File: config.mk
export PLATFORM = sky130hd
export DESIGN_NAME = axi4_lite_wf_loader
export DESIGN_NICKNAME = d
export VERILOG_FILES = /design/src/rtl/axi4_lite_wf_pkg.sv /design/src/rtl/axi4_lite_wr_capture.sv /design/src/rtl/axi4_lite_wf_loader.sv
export SDC_FILE = /design/constraint.sdc
export NUM_CORES = 1
export LEC_CHECK = 0
export BUFFER_PORTS_ARGS = -buffer_cell sky130_fd_sc_hd__buf_2
export CORE_ASPECT_RATIO = 1.2
export CORE_MARGIN = 3
export CORE_UTILIZATION = 40
export DETAILED_ROUTE_END_ITERATION = 12
export GPL_TIMING_DRIVEN = 0
export PLACE_DENSITY_LB_ADDON = 0.05
export SLEW_MARGIN = 10
export SYNTH_ARGS = -nofsm -noshare
export SYNTH_HDL_FRONTEND = slang
export SYNTH_SLANG_ARGS = --single-unit
File: constraint.sdc
create_clock -name S_AXI_ACLK -period 4.5 [get_ports S_AXI_ACLK]
set_input_delay 0.675 -clock S_AXI_ACLK [delete_from_list [all_inputs] [get_ports S_AXI_ACLK]]
set_output_delay 0.675 -clock S_AXI_ACLK [all_outputs]
set_load 0.02 [all_outputs]
File: src/rtl/axi4_lite_wf_pkg.sv
// Shared constants and types for the AXI4-Lite waveform loader.
// Register offsets, response codes and the captured write bundle.
package axi4_lite_wf_pkg;

  localparam int REG_NUM = 8;

  localparam logic [2:0] OFF_CTRL   = 3'd0;
  localparam logic [2:0] OFF_CH_SEL = 3'd1;
  localparam logic [2:0] OFF_PTR    = 3'd2;
  localparam logic [2:0] OFF_DATA   = 3'd3;
  localparam logic [2:0] OFF_STATUS = 3'd4;
  localparam logic [2:0] OFF_CNT0   = 3'd5;
  localparam logic [2:0] OFF_CNT1   = 3'd6;
  localparam logic [2:0] OFF_CNT2   = 3'd7;

  localparam logic [1:0] RESP_OKAY   = 2'b00;
  localparam logic [1:0] RESP_SLVERR = 2'b10;

  typedef struct packed {
    logic [2:0]  off;
    logic [31:0] data;
    logic [3:0]  strb;
  } wr_req_t;

  function automatic logic [31:0] strb_merge(
    input logic [31:0] old,
    input logic [31:0] din,
    input logic [3:0]  strb
  );
    logic [31:0] m;
    for (int i = 0; i < 4; i++) m[i*8 +: 8] = {8{strb[i]}};
    return (old & ~m) | (din & m);
  endfunction

endpackage

File: src/rtl/axi4_lite_wr_capture.sv
// AXI4-Lite write channel capture: holds AW and W independently,
// issues a single-cycle commit strobe and owns the B response.
module axi4_lite_wr_capture
  import axi4_lite_wf_pkg::*;
(
  input  logic        clk,
  input  logic        rst_n,
  input  logic [4:0]  awaddr,
  input  logic        awvalid,
  output logic        awready,
  input  logic [31:0] wdata,
  input  logic [3:0]  wstrb,
  input  logic        wvalid,
  output logic        wready,
  output logic [1:0]  bresp,
  output logic        bvalid,
  input  logic        bready,
  output wr_req_t     req,
  output logic        commit,
  input  logic        err
);

  logic aw_held;
  logic w_held;
  logic aw_take;
  logic w_take;
  logic unused_ok;

  // Nothing new is taken while a response is outstanding.
  assign aw_take = awvalid && !aw_held && !bvalid;
  assign w_take  = wvalid && !w_held && !bvalid;
  assign commit  = aw_held && w_held && !bvalid;

  assign unused_ok = &{1'b0, awaddr[1:0]};

  always_ff @(posedge clk or negedge rst_n) begin
    if (!rst_n) begin
      awready <= 1'b0;
      wready  <= 1'b0;
      aw_held <= 1'b0;
      w_held  <= 1'b0;
      bvalid  <= 1'b0;
      bresp   <= RESP_OKAY;
      req     <= '0;
    end else begin
      awready <= aw_take;
      wready  <= w_take;
      if (aw_take) begin
        aw_held <= 1'b1;
        req.off <= awaddr[4:2];
      end
      if (w_take) begin
        w_held   <= 1'b1;
        req.data <= wdata;
        req.strb <= wstrb;
      end
      if (commit) begin
        aw_held <= 1'b0;
        w_held  <= 1'b0;
        bvalid  <= 1'b1;
        bresp   <= err ? RESP_SLVERR : RESP_OKAY;
      end else if (bvalid && bready) begin
        bvalid <= 1'b0;
      end
    end
  end

endmodule

File: src/rtl/axi4_lite_wf_loader.sv
// AXI4-Lite slave that loads waveform words into per-channel BRAMs
// and exposes run enables and playback counters.
module axi4_lite_wf_loader
  import axi4_lite_wf_pkg::*;
#(
  parameter int C_S_AXI_DATA_WIDTH = 32,
  parameter int CH_NUM             = 2,
  parameter int WF_ADDR_WIDTH      = 17,
  parameter int WF_DEPTH           = 2**WF_ADDR_WIDTH
) (
  input  logic                            S_AXI_ACLK,
  input  logic                            S_AXI_ARESETN,
  input  logic [4:0]                      S_AXI_AWADDR,
  input  logic [2:0]                      S_AXI_AWPROT,
  input  logic                            S_AXI_AWVALID,
  output logic                            S_AXI_AWREADY,
  input  logic [31:0]                     S_AXI_WDATA,
  input  logic [3:0]                      S_AXI_WSTRB,
  input  logic                            S_AXI_WVALID,
  output logic                            S_AXI_WREADY,
  output logic [1:0]                      S_AXI_BRESP,
  output logic                            S_AXI_BVALID,
  input  logic                            S_AXI_BREADY,
  input  logic [4:0]                      S_AXI_ARADDR,
  input  logic [2:0]                      S_AXI_ARPROT,
  input  logic                            S_AXI_ARVALID,
  output logic                            S_AXI_ARREADY,
  output logic [31:0]                     S_AXI_RDATA,
  output logic [1:0]                      S_AXI_RRESP,
  output logic                            S_AXI_RVALID,
  input  logic                            S_AXI_RREADY,
  output logic [WF_ADDR_WIDTH-1:0]        o_wf_addr,
  output logic [31:0]                     o_wf_din,
  output logic [CH_NUM-1:0]               o_wf_we,
  output logic [CH_NUM-1:0]               o_wf_en,
  input  logic [CH_NUM*WF_ADDR_WIDTH-1:0] i_wf_cnt
);

  localparam int CSW = (CH_NUM > 1) ? $clog2(CH_NUM) : 1;

  wr_req_t                  req;
  logic                     commit;
  logic                     wr_err;
  logic [31:0]              mrg;
  logic [CH_NUM-1:0]        ctrl_q;
  logic [CSW-1:0]           ch_sel_q;
  logic [WF_ADDR_WIDTH-1:0] ptr_q;
  logic                     status_q;
  logic [31:0]              rd_val;
  logic                     rd_err;
  logic [WF_ADDR_WIDTH-1:0] cnt_k [3];
  logic                     unused_ok;

  assign unused_ok = &{1'b0, S_AXI_AWPROT, S_AXI_ARPROT,
                       S_AXI_ARADDR[1:0]};

  axi4_lite_wr_capture u_wr (
    .clk     (S_AXI_ACLK),
    .rst_n   (S_AXI_ARESETN),
    .awaddr  (S_AXI_AWADDR),
    .awvalid (S_AXI_AWVALID),
    .awready (S_AXI_AWREADY),
    .wdata   (S_AXI_WDATA),
    .wstrb   (S_AXI_WSTRB),
    .wvalid  (S_AXI_WVALID),
    .wready  (S_AXI_WREADY),
    .bresp   (S_AXI_BRESP),
    .bvalid  (S_AXI_BVALID),
    .bready  (S_AXI_BREADY),
    .req     (req),
    .commit  (commit),
    .err     (wr_err)
  );

  for (genvar k = 0; k < 3; k++) begin : g_cnt
    if (k < CH_NUM) begin : g_on
      assign cnt_k[k] = i_wf_cnt[k*WF_ADDR_WIDTH +: WF_ADDR_WIDTH];
    end else begin : g_off
      assign cnt_k[k] = '0;
    end
  end

  always_comb begin
    wr_err = 1'b0;
    mrg    = 32'h0;
    unique case (req.off)
      OFF_CTRL: begin
        mrg = strb_merge(32'(ctrl_q), req.data, req.strb);
      end
      OFF_CH_SEL: begin
        mrg    = strb_merge(32'(ch_sel_q), req.data, req.strb);
        wr_err = mrg >= 32'(CH_NUM);
      end
      OFF_PTR: begin
        mrg    = strb_merge(32'(ptr_q), req.data, req.strb);
        wr_err = mrg >= 32'(WF_DEPTH);
      end
      OFF_DATA: begin
        // A running channel must not be overwritten under playback.
        wr_err = (req.strb != 4'hF) || ctrl_q[ch_sel_q];
      end
      OFF_STATUS: wr_err = 1'b0;
      default:    wr_err = 1'b1;
    endcase
  end

  always_ff @(posedge S_AXI_ACLK or negedge S_AXI_ARESETN) begin
    if (!S_AXI_ARESETN) begin
      ctrl_q    <= '0;
      ch_sel_q  <= '0;
      ptr_q     <= '0;
      status_q  <= 1'b0;
      o_wf_we   <= '0;
      o_wf_addr <= '0;
      o_wf_din  <= '0;
    end else begin
      o_wf_we <= '0;
      if (commit && wr_err) begin
        status_q <= 1'b1;
      end else if (commit) begin
        unique case (req.off)
          OFF_CTRL:   ctrl_q   <= mrg[CH_NUM-1:0];
          OFF_CH_SEL: ch_sel_q <= mrg[CSW-1:0];
          OFF_PTR:    ptr_q    <= mrg[WF_ADDR_WIDTH-1:0];
          OFF_DATA: begin
            o_wf_we   <= CH_NUM'(1) << ch_sel_q;
            o_wf_addr <= ptr_q;
            o_wf_din  <= req.data;
            ptr_q     <= (ptr_q == WF_ADDR_WIDTH'(WF_DEPTH - 1)) ?
                         '0 : ptr_q + 1'b1;
          end
          OFF_STATUS: begin
            if (req.strb[0] && req.data[0]) status_q <= 1'b0;
          end
          default: ;
        endcase
      end
    end
  end

  assign o_wf_en = ctrl_q;

  always_comb begin
    rd_val = 32'h0;
    rd_err = 1'b0;
    unique case (S_AXI_ARADDR[4:2])
      OFF_CTRL:   rd_val = 32'(ctrl_q);
      OFF_CH_SEL: rd_val = 32'(ch_sel_q);
      OFF_PTR:    rd_val = 32'(ptr_q);
      OFF_DATA:   rd_val = 32'h0;
      OFF_STATUS: rd_val = {31'h0, status_q};
      OFF_CNT0:   rd_val = 32'(cnt_k[0]);
      OFF_CNT1: begin
        if (CH_NUM > 1) rd_val = 32'(cnt_k[1]);
        else rd_err = 1'b1;
      end
      OFF_CNT2: begin
        if (CH_NUM > 2) rd_val = 32'(cnt_k[2]);
        else rd_err = 1'b1;
      end
      default: rd_err = 1'b1;
    endcase
  end

  // Read data is sampled at the address handshake edge.
  always_ff @(posedge S_AXI_ACLK or negedge S_AXI_ARESETN) begin
    if (!S_AXI_ARESETN) begin
      S_AXI_ARREADY <= 1'b0;
      S_AXI_RVALID  <= 1'b0;
      S_AXI_RDATA   <= 32'h0;
      S_AXI_RRESP   <= RESP_OKAY;
    end else begin
      S_AXI_ARREADY <= S_AXI_ARVALID && !S_AXI_ARREADY && !S_AXI_RVALID;
      if (S_AXI_ARVALID && S_AXI_ARREADY) begin
        S_AXI_RVALID <= 1'b1;
        S_AXI_RDATA  <= rd_err ? 32'h0 : rd_val;
        S_AXI_RRESP  <= rd_err ? RESP_SLVERR : RESP_OKAY;
      end else if (S_AXI_RVALID && S_AXI_RREADY) begin
        S_AXI_RVALID <= 1'b0;
      end
    end
  end

endmodule

==> impl_metrics.json <==
{
  "dpl-instance-area_sq_um": 8090,
  "mostFrequentLayoutCells": "buf_2, dfrtp_1, mux2_4",
  "synth_top_cells_by_area": "dfrtp_1, mux2_4, mux2_2",
  "outcome": "finished, final reports clean",
  "dr_total_vias": 5394,
  "n_antenna_cell": 0,
  "share_seq_of_total_power_pct": 38.0,
  "grt_pass1_wl_mm": 29.8,
  "postSynth.asyncResetShare_pct": 100,
  "drt.antenna.violating_nets": 0,
  "cts.path.max_buffers": 2,
  "initial_core_utilization_pct": 41.0,
  "crit-reg2reg-launch": "ptr_q[7]",
  "worst_slew_margin_rel_pct": 31.6,
  "numCtsBuffers": 17,
  "net-switching-power_w": 0.00215,
  "postSynthCellCount": 605,
  "power_leakage_nw": 4.14,
  "worst-endpoint-arrival_ns": 3.52,
  "yosysWarningCount": 0,
  "worst-path-max-fanout": 10,
  "routed_wire_length_per_instance_um": 18.1,
  "setup_tns_ns": 0,
  "maxCapViolations": 0,
  "r2r_setup_slack_ns": 1.27,
  "r2r_end": "ptr_q[2]",
  "postSynthAreaPerCell_sq_um": 11.5,
  "grt_antenna_before_repair": 0,
  "synth-seq-cells": 137,
  "rsz_0062_raised_after_global_routing": "false",
  "placeableCoreArea_sq_um": 16900,
  "register_clock_pin_slew_on_the_reported_worst_setup_and_hold_paths_ns": 0.06,
  "fin_worst_hold_slack_ns": 0.197,
  "maxSlewViolCount": 0,
  "maxClockFrequency_ghz": 0.310,
  "timing.critical_path.from_type": "register",
  "power_frac_clock_pct": 23.5,
  "most_common_cell_after_layout_fill_and_taps_aside": "buf_2",
  "primary_flip_flop_cell_chosen_by_synthesis_mapping": "dfrtp_1",
  "switching_share_pct": 38.1,
  "p_int_w": 0.00349,
  "io_buffer_count": 158,
  "final_nets": 894,
  "cell_row_count": 52,
  "final_layout_size_suffix_gt1_share_pct": 38.7,
  "number_of_global_route_vias_before_repair": 5397,
  "peakVddDrop_mv": 0.355,
  "fillers": 1622,
  "post_cts_resize_count": 0,
  "cts_root_buffer": "clkbuf_16",
  "pwr-share-comb_pct": 38.5,
  "powerDensity_nw_per_um2": 651,
  "timing_hold_violations_final": 0,
  "design.die.area_sq_um": 19000,
  "wl_mm": 18.6,
  "drtIter0Drc": 304,
  "yosysTopAreaCellShare_pct": 49.4,
  "cts_tree": "built",
  "worstSetupPathType": "reg -> reg",
  "syn_area_sq_um": 6940,
  "timing_worst_slew_pin_value_ns": 1.01,
  "number_of_setup_violations_in_the_final_report": 0,
  "min_period_over_period_pct": 71.8,
  "yosysSeqAreaShare_pct": 49.4,
  "setup.worst_path.end_class": "register",
  "number_of_enable_type_register_cells_in_the_synthesized_netlist": 0,
  "period_minus_slack_ns": 3.23,
  "cts_num_sinks": 137,
  "drt-pass1-iter-count": 5,
  "timing.hold.worst.class": "in -> async",
  "grt_remaining_overflow": 0,
  "area_delta_synth_final_pct": 24.8,
  "final_weighted_congestion_in_routability_driven_placement": 0.865,
  "cts.htree.levels": 4,
  "die_h_um": 150,
  "pnr_total_power_w": 0.00564,
  "die-width_um": 126,
  "rr_worst_depth": 10,
  "holdBufCountCts": 0,
  "clkLatencyLatePin_ns": 0.42,
  "via_per_inst": 5.25,
  "post-route-drc-count": 0,
  "postLayoutCellArea_sq_um": 8660,
  "grt.total_usage_pct": 19.9,
  "worst-endpoint-required_ns": 4.79,
  "dp_hpwl_mm": 13.9,
  "grt_start_max_net_pins": 91,
  "worst_clock_skew_ns": 0.0108,
  "design.portCount": 187,
  "post_cts_buffers": 0,
  "post_synth_num_cell_types": 61,
  "post-synth-top-area-cell": "dfrtp_1"
}
[layer usage]
layer	share of wire, %	vias to the layer above	wire, um	GRT usage, %
met5	0	-	0	0
met4	1.8	0	338	6.81
met3	7.2	21	1340	5.29
met2	50	215	9230	33.3
met1	41	2583	7670	25.0
li1	-	2575	-	-
[critical path, cell delays in order, from the launching register on]
cell	delay, ns
dfrtp_1	0.31
clkbuf_1	0.42
nand4_1	0.31
nor3_1	0.46
and3_1	0.26
ha_1	0.23
or3_1	0.18
clkbuf_1	0.44
nor3b_1	0.11
a211oi_1	0.29
o21ai_1	0.09
[cell type report]
| type | instances | area [sq um] | share of cell area (%) |
|---|---|---|---|
| plain buffers | 62 | 433 | 5.00 |
| well taps | 216 | 270 | 3.12 |
| clock buffers | 21 | 470 | 5.43 |
| multi-input cells | 412 | 3100 | 35.8 |
| inverters | 10 | 37.5 | 0.433 |
| clock inverters | 11 | 96.3 | 1.11 |
| flip-flops and latches | 137 | 3430 | 39.6 |
| repair buffers | 159 | 825 | 9.52 |
[worst max-delay path by stage]
stage                   from          end  slack [ns]  depth (start not counted)
2_1_floorplan       ptr_q[0]     ptr_q[8]        2.15                         10
3_3_place_gp   S_AXI_ARESETN  u_wr.wready        0.88                          1
3_5_place_dp        ptr_q[7]     ptr_q[2]        1.28                         10
4_1_cts             ptr_q[7]     ptr_q[2]        1.27                         10
5_1_grt             ptr_q[7]     ptr_q[2]        1.00                         10
6_report            ptr_q[7]     ptr_q[2]        1.27                         10
[registers in the layout (all words and copies together), names as in the netlist]
register and count:
S_AXI_RDATA 17, u_wr.req 39, ch_sel_q 1, S_AXI_ARREADY 1
o_wf_en 2, u_wr.bresp 1, o_wf_we 2, u_wr.w_held 1
S_AXI_RVALID 1, u_wr.wready 1, o_wf_din 32, ptr_q 17
u_wr.aw_held 1, S_AXI_RRESP 1, u_wr.awready 1, u_wr.bvalid 1
status_q 1, o_wf_addr 17
[power groups by stage]
| stage | Combinational [W] | Sequential, W | Clock (W) |
|---|---|---|---|
| after floorplan | 0.00133 | 0.00225 | 0 |
| after global routing | 0.00237 | 0.00222 | 0.00141 |
| final | 0.00217 | 0.00214 | 0.00133 |
| after global placement | 0.00214 | 0.00215 | 0 |
| after CTS | 0.00219 | 0.00215 | 0.00136 |
| after detailed placement | 0.00218 | 0.00216 | 0 |
[synthesized netlist by cell type (all sizes together), types with 3 or more instances]
cell type / number
nor3: 12
mux2: 88
buf: 37
a22o: 19
a31oi: 5
nand2: 43
nand3b: 7
or4: 3
nor4: 5
o21ai: 60
nand4: 6
o31a: 3
nand3: 7
nor2: 21
nand2b: 3
and3: 7
nor3b: 4
a211oi: 6
a21oi: 19
dfrtp: 137
or3: 3
clkbuf: 25
inv: 10
a21o: 3
a22oi: 23
o21a: 3
o211ai: 4
nor2b: 14
and2: 3
[logic make-up after synthesis]
kind of cell               after synthesis  share of synthesized area, %
AOI/OAI and AO/OA                      160                          15.1
and+or+nand+nor                        142                          10.9
DFF                                    137                          49.4
muxes                                   90                          17.3
buffers and inverters                   72                          6.78
adders and majority gates                2                         0.361
other                                    1                        0.0541
xor gates and xnor gates                 1                         0.126
[metrics by stage]
stage / utilization [%] / setup WS, ns / std cells
2_1_floorplan: - / 2.15 / 621
3_3_place_gp: 47.6 / 0.884 / 995
3_5_place_dp: 47.8 / 1.28 / 996
4_1_cts: 51.2 / 1.27 / 1028
5_1_grt: 51.2 / 1.00 / 1028
6_report: 51.2 / 1.27 / 1028
No activity file was read; power rests on OpenSTA's default activity.
